## config.mk

```make
export PLATFORM = sky130hd
export DESIGN_NAME = fetch_stage
export DESIGN_NICKNAME = d
export VERILOG_FILES = /design/src/rtl/core_pkg.sv /design/src/rtl/fetch_perf_cnt.sv /design/src/rtl/fetch_stage.sv
export SDC_FILE = /design/constraint.sdc
export NUM_CORES = 1
export LEC_CHECK = 0
export ABC_CLOCK_PERIOD_IN_PS = 3100
export CORE_AREA = 2 2 119 121
export CTS_CLUSTER_DIAMETER = 150
export DETAILED_ROUTE_END_ITERATION = 10
export DIE_AREA = 0 0 121 123
export GPL_ROUTABILITY_DRIVEN = 0
export GPL_TIMING_DRIVEN = 0
export HOLD_SLACK_MARGIN = 0.05
export MAX_ROUTING_LAYER = met4
export PLACE_DENSITY_LB_ADDON = 0.15
export SYNTH_ARGS = -nofsm -noshare
export SYNTH_HDL_FRONTEND = slang
export SYNTH_SLANG_ARGS = --single-unit
```

## constraint.sdc

```tcl
create_clock -name clk -period 3.1 [get_ports clk]
set_input_delay 0.775 -clock clk [delete_from_list [all_inputs] [get_ports clk]]
set_output_delay 0.775 -clock clk [all_outputs]
set_load 0.02 [all_outputs]
```

## src/rtl/core_pkg.sv

```systemverilog
// Shared definitions for the RV32I fetch stage: FSM encoding, reset constants
// and instruction field positions.
package core_pkg;

  typedef enum logic [1:0] {
    ST_IDLE = 2'd0,
    ST_REQ  = 2'd1,
    ST_WAIT = 2'd2,
    ST_HOLD = 2'd3
  } fetch_state_t;

  localparam logic [31:0] NOP_INSTR        = 32'h0000_0013;
  localparam logic [31:0] RESET_PC_DEFAULT = 32'h0000_0000;
  localparam logic [31:0] PC_STEP          = 32'd4;

  localparam int OPCODE_LSB = 0;
  localparam int OPCODE_MSB = 6;
  localparam int FUNCT3_LSB = 12;
  localparam int FUNCT3_MSB = 14;
  localparam int FUNCT7_LSB = 25;
  localparam int FUNCT7_MSB = 31;

  // Clears the byte-offset bits so every fetch address is word-aligned.
  function automatic logic [31:0] word_align(input logic [31:0] addr);
    return addr & 32'hFFFF_FFFC;
  endfunction

endpackage

```

## src/rtl/fetch_perf_cnt.sv

```systemverilog
// Fetch performance counters: delivered instructions and downstream stall cycles.
// Both counters wrap at 2^32.
module fetch_perf_cnt (
  input  logic        clk,
  input  logic        rst_n,
  input  logic        i_fetch_inc,
  input  logic        i_stall_inc,
  output logic [31:0] o_fetch_cnt,
  output logic [31:0] o_stall_cnt
);

  logic [31:0] r_fetch_cnt;
  logic [31:0] r_stall_cnt;

  always_ff @(posedge clk or negedge rst_n) begin
    if (!rst_n) begin
      r_fetch_cnt <= 32'd0;
      r_stall_cnt <= 32'd0;
    end else begin
      if (i_fetch_inc) r_fetch_cnt <= r_fetch_cnt + 32'd1;
      if (i_stall_inc) r_stall_cnt <= r_stall_cnt + 32'd1;
    end
  end

  assign o_fetch_cnt = r_fetch_cnt;
  assign o_stall_cnt = r_stall_cnt;

endmodule

```

## src/rtl/fetch_stage.sv

```systemverilog
// RV32I instruction fetch stage with single-outstanding imem requests and an
// IF/ID output register. FETCH_PERF_CNT_EN adds perf_fetch/perf_stall counters.
//   state | meaning
//   IDLE  | post-reset bubble, memory responses ignored
//   REQ   | request pc, wait for imem accept
//   WAIT  | request outstanding, wait for response (dropped if r_drop)
//   HOLD  | IF/ID register valid, wait for downstream id_ready
module fetch_stage
  import core_pkg::*;
#(
  parameter logic [31:0] RESET_PC = RESET_PC_DEFAULT
) (
  input  logic        clk,
  input  logic        rst_n,
  output logic        o_imem_req_valid,
  input  logic        i_imem_req_ready,
  output logic [31:0] o_imem_addr,
  input  logic        i_imem_rsp_valid,
  input  logic [31:0] i_imem_rsp_data,
  input  logic        i_redirect_valid,
  input  logic [31:0] i_redirect_pc,
  output logic        o_id_valid,
  input  logic        i_id_ready,
  output logic [31:0] o_id_pc,
  output logic [31:0] o_id_instr,
  output logic [6:0]  o_id_opcode,
  output logic [2:0]  o_id_funct3,
  output logic [6:0]  o_id_funct7
`ifdef FETCH_PERF_CNT_EN
  ,
  output logic [31:0] o_perf_fetch_cnt,
  output logic [31:0] o_perf_stall_cnt
`endif
);

  fetch_state_t r_state;
  logic [31:0]  r_pc;
  logic         r_drop;
  logic         r_id_valid;
  logic [31:0]  r_id_pc;
  logic [31:0]  r_id_instr;

  logic         w_redirect;
  logic [31:0]  w_redirect_pc;
  logic [31:0]  w_pc_next;

  assign w_redirect    = i_redirect_valid && (r_state != ST_IDLE);
  assign w_redirect_pc = word_align(i_redirect_pc);
  assign w_pc_next     = r_pc + PC_STEP;

  always_ff @(posedge clk or negedge rst_n) begin
    if (!rst_n) begin
      r_state    <= ST_IDLE;
      r_pc       <= word_align(RESET_PC);
      r_drop     <= 1'b0;
      r_id_valid <= 1'b0;
      r_id_pc    <= 32'd0;
      r_id_instr <= NOP_INSTR;
    end else begin
      case (r_state)
        ST_IDLE: r_state <= ST_REQ;

        ST_REQ: begin
          if (w_redirect) r_pc <= w_redirect_pc;
          if (i_imem_req_ready) begin
            r_state <= ST_WAIT;
            r_drop  <= w_redirect;
          end
        end

        // A redirect without a same-cycle response keeps waiting so the stale
        // response is absorbed here and only one request is ever outstanding.
        ST_WAIT: begin
          if (w_redirect) begin
            r_pc <= w_redirect_pc;
            if (i_imem_rsp_valid) begin
              r_drop  <= 1'b0;
              r_state <= ST_REQ;
            end else begin
              r_drop <= 1'b1;
            end
          end else if (i_imem_rsp_valid) begin
            if (r_drop) begin
              r_drop  <= 1'b0;
              r_state <= ST_REQ;
            end else begin
              r_id_instr <= i_imem_rsp_data;
              r_id_pc    <= r_pc;
              r_id_valid <= 1'b1;
              r_pc       <= w_pc_next;
              r_state    <= ST_HOLD;
            end
          end
        end

        ST_HOLD: begin
          if (w_redirect) begin
            r_pc       <= w_redirect_pc;
            r_id_valid <= 1'b0;
            r_state    <= ST_REQ;
          end else if (i_id_ready) begin
            r_id_valid <= 1'b0;
            r_state    <= ST_REQ;
          end
        end

        default: r_state <= ST_IDLE;
      endcase
    end
  end

  assign o_imem_req_valid = (r_state == ST_REQ);
  assign o_imem_addr      = r_pc;
  assign o_id_valid       = r_id_valid;
  assign o_id_pc          = r_id_pc;
  assign o_id_instr       = r_id_instr;
  assign o_id_opcode      = r_id_instr[OPCODE_MSB:OPCODE_LSB];
  assign o_id_funct3      = r_id_instr[FUNCT3_MSB:FUNCT3_LSB];
  assign o_id_funct7      = r_id_instr[FUNCT7_MSB:FUNCT7_LSB];

`ifdef FETCH_PERF_CNT_EN
  logic w_fetch_inc;
  logic w_stall_inc;

  // A flushed instruction is not a delivered fetch even if id_ready was high.
  assign w_fetch_inc = r_id_valid && i_id_ready && !w_redirect;
  assign w_stall_inc = r_id_valid && !i_id_ready;

  fetch_perf_cnt u_perf_cnt (
    .clk         (clk),
    .rst_n       (rst_n),
    .i_fetch_inc (w_fetch_inc),
    .i_stall_inc (w_stall_inc),
    .o_fetch_cnt (o_perf_fetch_cnt),
    .o_stall_cnt (o_perf_stall_cnt)
  );
`endif

endmodule

```

==> implementation parameters, run 1 <==
Parameter                              Value

Status
  Outcome ... completed

Detailed routing
  Number of iterations in the first detailed-routing pass ... 4
  DR DRC count ... 0
  Final wirelength ... around 14000 um
  Vias ... 4095
  Post-route ant nets ... 0
  Starting DRT DRC Count ... 214
  Average routed wire per standard cell ... approximately 17 um
  Via/cell ratio ... approximately 5.2

Timing
  Slew at the pin closest to its max-slew limit ... ~0.96 ns
  Final worst path period share ... 94.0%
  Final TNS setup ... 0 ns
  Clk_skew ... 0.00865 ns
  Fmax achieved ... roughly 340 MHz
  Final critical path time including I/O delays and setup ... around 2.9 ns
  Final Max Slew Viols ... 0
  Number of hold violations in the final report ... 0
  Worst-case headroom to the max-slew limit ... 35.5%
  Setup repair after global routing missed its margin ... false
  Final setup violation count ... 0

Hold path
  Min-delay worst type ... input port to asynchronous set/reset pin

Global routing
  Initial antenna violation count ... 0
  Grt total ovfl ... 0
  Vias in the first global route ... 4042
  First-pass GRT wire length ... ~22000 um
  Largest net degree at the start of global routing ... 55
  Total routing usage reported by global routing ... roughly 19%

Layout
  Final nets ... just under 700
  Final Instance Area ... 0.00700 sq mm
  Synth-to-Final Area Change ... 50.6%
  Filler instances ... 1227
  Ratio of cells with drive above 1 in the final layout ... between 10% and 20%
  Antenna fix cells ... 0
  Count of non-filler cells in the finished layout ... 795
  Layout Utilization ... about 51%

CTS
  Cts hold-fix bufs ... 0
  Number of buffers inserted during clock tree synthesis ... 9
  Maximum buffer depth of the clock tree ... 2
  Clock tree from TritonCTS ... done
  Number of gates resized after cts ... 0
  Number of sinks driven by the clock tree ... 96
  Worst-path clk slew ... 0.07 ns
  CTS root buf ... clkbuf_16
  CTS H-Tree Depth ... 3
  Post-CTS Setup Repair Bufs ... 0
  Clock latency on the worst-skew pair ... 0.35 ns

Placement
  Half-perimeter wire length after detailed placement ... between 10000 and 15000 um
  # placed instances ... 779
  Instance area after placement ... roughly 0.0067 sq mm
  Number of buffers inserted by port buffering ... between 150 and 200

Power and ir drop
  Leakage power ... between 2 and 3 nW
  Power density of the placed cells ... between 1000 and 1500 mW/mm^2
  Worst ir drop on vdd ... between 0.0004 and 0.0005 V

Synthesis
  Sequential cell area fraction in the yosys report ... about half
  Leading register cell type out of synthesis ... dfrtp_1
  Number of library cell types mapped by synthesis ... 50
  Cell types occupying the most area after synthesis ... dfrtp_1, mux2_2, a21oi_1
  Library cell with the largest summed area after synthesis ... dfrtp_1
  Synthesized flop and latch total ... between 90 and 100
  Count of warnings emitted by yosys ... 0
  Leading cell type by number of instances after synthesis ... dfrtp_1
  Post-synth EDFFs ... 0
  Netlist Area Pre-Place ... roughly 0.0046 sq mm
  Most common library cells after synthesis ... dfrtp_1, mux2_2, a21oi_1, nand2_1, nor2_1
  Synthesized instance count ... approximately 420
  Share of flip-flops with an asynchronous set or reset ... 100%
  Area share of the leading cell type in the synthesized netlist ... between 50% and 60%
  Average cell area after synthesis ... ~11 sq um

Floorplanning
  Core outline area ... approximately 0.014 sq mm
  Starting density of the core ... between 30% and 40%
  Die H ... between 100 and 150 um
  Number of placed I/O pins ... about 190
  Die Outline Area ... 0.0149 sq mm
  Core Rows ... 43
  Die extent in x ... ~120 um

Critical path
  Critical path launch point type ... input port
  Kind of critical path ... input port to flip-flop
  Largest stage delay on the critical path ... around 0.48 ns
  CP cell instances ... clkdlybuf4s50_1 -> nor2b_1 -> clkbuf_1 -> nor3_2 -> clkbuf_1 -> clkbuf_1 -> nand2_1 -> a21oi_1 -> a21oi_1
  Capturing element type of the critical path ... flip-flop
  WP data required ... around 3.3 ns
  Slowest stage cell on the critical path ... clkbuf_1
  Worst-path maximum fanout ... 10
  Arrival time worst endpoint ... between 3 and 4 ns
  Worst path most repeated cell ... clkbuf_1

Run
  Max-cap violations ... 0
final cells by class:
cell class	instances	area (sq um)	area share [%]
flip-flops and latches	96	2410	34.4
multi-input cells	273	1980	28.3
repair buffers	179	1810	25.8
clock buffers	13	280	4.00
plain buffers	44	254	3.63
well taps	180	225	3.22
inverters	7	26.3	0.375
clock inverters	3	23.8	0.339
flip-flops by register name, summed over array words and instances, names as in the netlist:
register / flops
r_drop: 1
o_imem_addr: 30
o_id_instr: 32
o_id_pc: 30
o_id_valid: 1
r_state: 2
critical path, delay by kind of cell:
kind / cells / cell delay (ns)
compound gates: 2 / 0.24
buf+inv: 4 / 1.53
simple gates: 3 / 0.57
worst paths after layout:
path,slack [ns],start,cells after the start,endpoint
max,0.19,i_redirect_valid,9,o_imem_addr[7]
min,0.42,rst_n,1,o_id_instr[16]
max reg2reg,0.34,r_state[0],9,o_imem_addr[7]
min reg2reg,0.49,o_id_instr[11],1,o_id_instr[11]
max in group asynchronous,2.01,rst_n,2,o_id_instr[31]
min in group clk,0.49,o_id_instr[11],1,o_id_instr[11]
metrics by stage:
stage / hold slack (ns) / setup WS (ns) / power (mW)
final: 0.419 / 0.187 / 8.06
after CTS: 0.438 / 0.0512 / 8.13
after detailed placement: 0.477 / -0.305 / 6.97
after global placement: 0.471 / -2.57 / 6.88
after floorplan: 0.479 / 0.769 / 4.88
after global routing: 0.464 / 0.0399 / 8.56
layout by cell type, fill, tap and decap left out, types with 3 or more instances in the layout:
cell	instances
nand2_1	24
o32ai_1	5
nor2_1	22
clkbuf_8	4
ha_1	6
clkbuf_1	14
nand3_1	16
conb_1	4
buf_4	22
clkbuf_16	9
nand2b_1	4
o22ai_1	10
mux2_1	4
nand4_1	9
a21oi_1	32
dfstp_2	3
o21ai_0	20
clkdlybuf4s50_1	177
buf_2	7
dfrtp_1	93
a21o_1	3
mux2_2	58
nor3_1	5
a32oi_1	3
inv_1	7
and3_1	3
a2bb2oi_1	11
where the power goes:
group,switching [mW],internal [mW],total [mW]
combinational,2.26,2.21,4.48
sequential,0.578,1.88,2.46
clock,0.489,0.634,1.12
total,3.33,4.73,8.06
layer usage:
| metal | GRT usage [%] | up-vias | wire length [um] | part of all wire (%) |
|---|---|---|---|---|
| li1 | - | 1914 | - | - |
| met1 | 24.5 | 1978 | 6150 | 44 |
| met2 | 30.1 | 186 | 6350 | 46 |
| met3 | 4.29 | 17 | 1130 | 8.1 |
| met4 | 7.49 | 0 | 272 | 2.0 |
| met5 | - | - | 0 | 0 |
kinds of logic (layout without fill, tap and decap cells):
group / after synthesis / after routing / synth area share, %
AOI/OAI and AO/OA: 104 / 104 / 14.7
DFF: 96 / 96 / 51.7
other: 1 / 4 / 0.0807
adders and majority gates: 6 / 6 / 1.61
muxes: 63 / 63 / 15.2
buffers and inverters: 51 / 246 / 6.00
and+or+nand+nor: 96 / 96 / 10.6
Power figures use the tool's default switching activity.
==> run 2, diff against run 1 <==
CORE_AREA = 2 2 105 107   (was 2 2 119 121)
DIE_AREA = 0 0 107 109   (was 0 0 121 123)
GPL_ROUTABILITY_DRIVEN = default   (was 0)
==> implementation parameters, run 2 (synthesis gave the netlist of run 1 again) <==
Parameter                              Value

Status
  Outcome ... completed

Floorplanning
  Core Rows ... 38 (-12%)
  Die extent in x ... 107 um (-12%)
  Core outline area ... 0.0106 sq mm (-22%)
  Die Outline Area ... 0.0117 sq mm (-22%)
  Die H ... 109 um (-11%)
  Number of placed I/O pins ... 185 (unchanged)
  Starting density of the core ... 43.9% (+9.7 points)

Critical path
  Kind of critical path ... input port to flip-flop
  Crit path to ... o_imem_addr[12]
  Slowest stage cell on the critical path ... clkbuf_1
  Worst Reg2Reg Path Length in Cells ... 10 (+1)
  Critical Path Source ... i_redirect_valid
  Capturing element type of the critical path ... flip-flop
  Critical path launch point type ... input port
  Cell class contributing the biggest share of worst-path delay ... buffers and inverters
  Reg-to-reg setup timing slack ... 0.47 ns (+0.13 ns)
  Arrival time worst endpoint ... 3.08 ns (-0.04 ns)
  Logic depth of the worst path, buffers included ... 9 (unchanged)
  CP cell instances ... clkdlybuf4s50_1 -> nor2b_1 -> clkbuf_1 -> nor3_2 -> clkbuf_1 -> clkbuf_1 -> o31ai_1 -> a21oi_1 -> a21oi_1
  Worst r2r dst ... o_imem_addr[12]
  Launching point of the worst reg2reg path ... r_state[1]
  Worst path most repeated cell ... clkbuf_1
  WP data required ... 3.33 ns (+0.02 ns)
  Worst-path maximum fanout ... 10 (unchanged)
  Number of buffers and inverters on the critical path ... 4 (unchanged)
  Largest stage delay on the critical path ... 0.46 ns (-0.02 ns)

Layout
  Flip-flop count of the largest register, all copies and words added ... 32 (unchanged)
  Filler instances ... 841 (-31%)
  Most frequent standard cell in the layout excluding fill and tap cells ... clkdlybuf4s50_1
  Top library cells by usage in the layout, fill and taps aside ... clkdlybuf4s50_1, dfrtp_1, mux2_2, a21oi_1, nand2_1
  Layout Utilization ... 64.3% (+13 points)
  Antenna fix cells ... 0 (unchanged)
  Combined area of the multi-input logic cells ... 0.00198 sq mm (unchanged)
  Count of non-filler cells in the finished layout ... 755 (-5.0%)
  Ratio of cells with drive above 1 in the final layout ... 18.4% (-0.33 points)
  Sequential cell area ... 0.00241 sq mm (unchanged)
  Final nets ... 686 (unchanged)
  Synth-to-Final Area Change ... 46.7%

Timing
  Final worst path period share ... 92.2% (-1.8 points)
  Fmax achieved ... 350 MHz (+2.0%)
  Final Max Slew Viols ... 0 (unchanged)
  Number of hold violations in the final report ... 0 (unchanged)
  Clk_skew ... 0.0164 ns (+0.00771 ns)
  Final setup violation count ... 0 (unchanged)
  Slack of the critical path ... 0.243 ns (+0.0560 ns)
  Slew at the pin closest to its max-slew limit ... 0.898 ns (-0.0616 ns)
  Worst-case headroom to the max-slew limit ... 39.7% (+4.1 points)
  Setup repair after global routing missed its margin ... false
  Worst hold slack after final layout ... 0.334 ns (-0.0853 ns)
  Final critical path time including I/O delays and setup ... 2.86 ns (-0.0560 ns)

Detailed routing
  Vias ... 4087 (-0.20%)
  DR DRC count ... 0 (unchanged)
  Starting DRT DRC Count ... 291 (+36%)
  Via/cell ratio ... 5.41 (+5.1%)
  Average routed wire per standard cell ... 17.2 um (-1.7%)
  Number of iterations in the first detailed-routing pass ... 4 (unchanged)
  Post-route ant nets ... 0 (unchanged)
  Final wirelength ... 13000 um (-6.6%)

Global routing
  Vias in the first global route ... 4074 (+0.79%)
  Initial antenna violation count ... 0 (unchanged)
  Largest net degree at the start of global routing ... 70 (+27%)
  Grt total ovfl ... 0 (unchanged)
  Total routing usage reported by global routing ... 23.3% (+4.1 points)
  First-pass GRT wire length ... 20700 um (-4.0%)

Run
  Max-cap violations ... 0 (unchanged)

Placement
  Number of buffers inserted by port buffering ... 178 (unchanged)
  Routability-driven placement congestion ratio ... just over 0.9
  # placed instances ... 739 (-5.1%)
  Worst setup slack after placement ... -0.266 ns (+0.0394 ns)
  Half-perimeter wire length after detailed placement ... 9690 um (-5.7%)

Power and ir drop
  Total power after layout ... 7.68 mW (-4.8%)
  Power density of the placed cells ... 1130 mW/mm^2 (-2.3%)
  Leakage power ... 2.82 nW (-1.8%)
  Worst ir drop on vdd ... 0.000526 V (+22%)

CTS
  CTS root buf ... clkbuf_8
  Clock latency on the worst-skew pair ... 0.36 ns (about the same)
  CTS H-Tree Depth ... 3 (unchanged)
  Maximum buffer depth of the clock tree ... 2 (unchanged)
  Number of buffers inserted during clock tree synthesis ... 9 (unchanged)
  Clock tree from TritonCTS ... done
  Number of sinks driven by the clock tree ... 96 (unchanged)
  Worst-path clk slew ... 0.09 ns (+0.02 ns)

Hold path
  Min-delay worst type ... input port to asynchronous set/reset pin
-- run 2: changes by cell type in the layout (fill, tap and decap cells not counted) --
cell	delta
clkbuf_1	+2
clkbuf_16	-9
clkbuf_2	-1
clkbuf_8	+7
clkinv_2	+4
clkinv_4	-1
clkinvlp_4	-2
-- run 2: cell type report --
type	count	share of cell area [%]
sequential	96	35.3
multi-input combinational	273	29.0
timing repair buffer	179	26.5
buffer	44	3.70
tap	140	2.57
clock buffer	12	2.27
inverter	7	0.385
clock inverter	4	0.293
-- run 2: worst min path at each step --
stage	to	depth (start not counted)	from	slack, ns
global route	o_id_instr[11]	1	rst_n	0.34
CTS	o_id_instr[11]	1	rst_n	0.33
detailed placement	o_id_instr[16]	1	o_id_instr[16]	0.48
finish	o_id_instr[11]	1	rst_n	0.33
floorplan	o_id_instr[10]	0	rst_n	0.48
global placement	o_id_instr[16]	1	o_id_instr[16]	0.47
-- run 2: metrics by stage --
step / setup TNS [ns] / area [sq um]
6_report: 0 / 6820
5_1_grt: 0 / 6820
4_1_cts: 0 / 6820
3_5_place_dp: -7.06 / 6640
3_3_place_gp: -232.80 / 6620
2_1_floorplan: 0 / 4660
-- run 2: power by group --
group	internal [mW]	switching (mW)
clock	0.331	0.425
sequential	1.88	0.562
combinational	2.21	2.26
-- run 2: layer usage --
| layer | GRT usage, % | vias to the layer above | wire length, um |
|---|---|---|---|
| met2 | 37.8 | 200 | 6290 |
| met5 | - | - | 0 |
| met3 | 3.95 | 19 | 813 |
| li1 | - | 1906 | - |
| met4 | 8.53 | 0 | 248 |
| met1 | 29.7 | 1962 | 5610 |
-- run 2: what timing repair did --
| action | 4_1_cts | 5_1_grt |
|---|---|---|
| setup endpoints to repair | 0 | 7 |
| hold buffers | 0 | 0 |
| setup buffers | 0 | 0 |
| gates resized for setup | 0 | 1 |
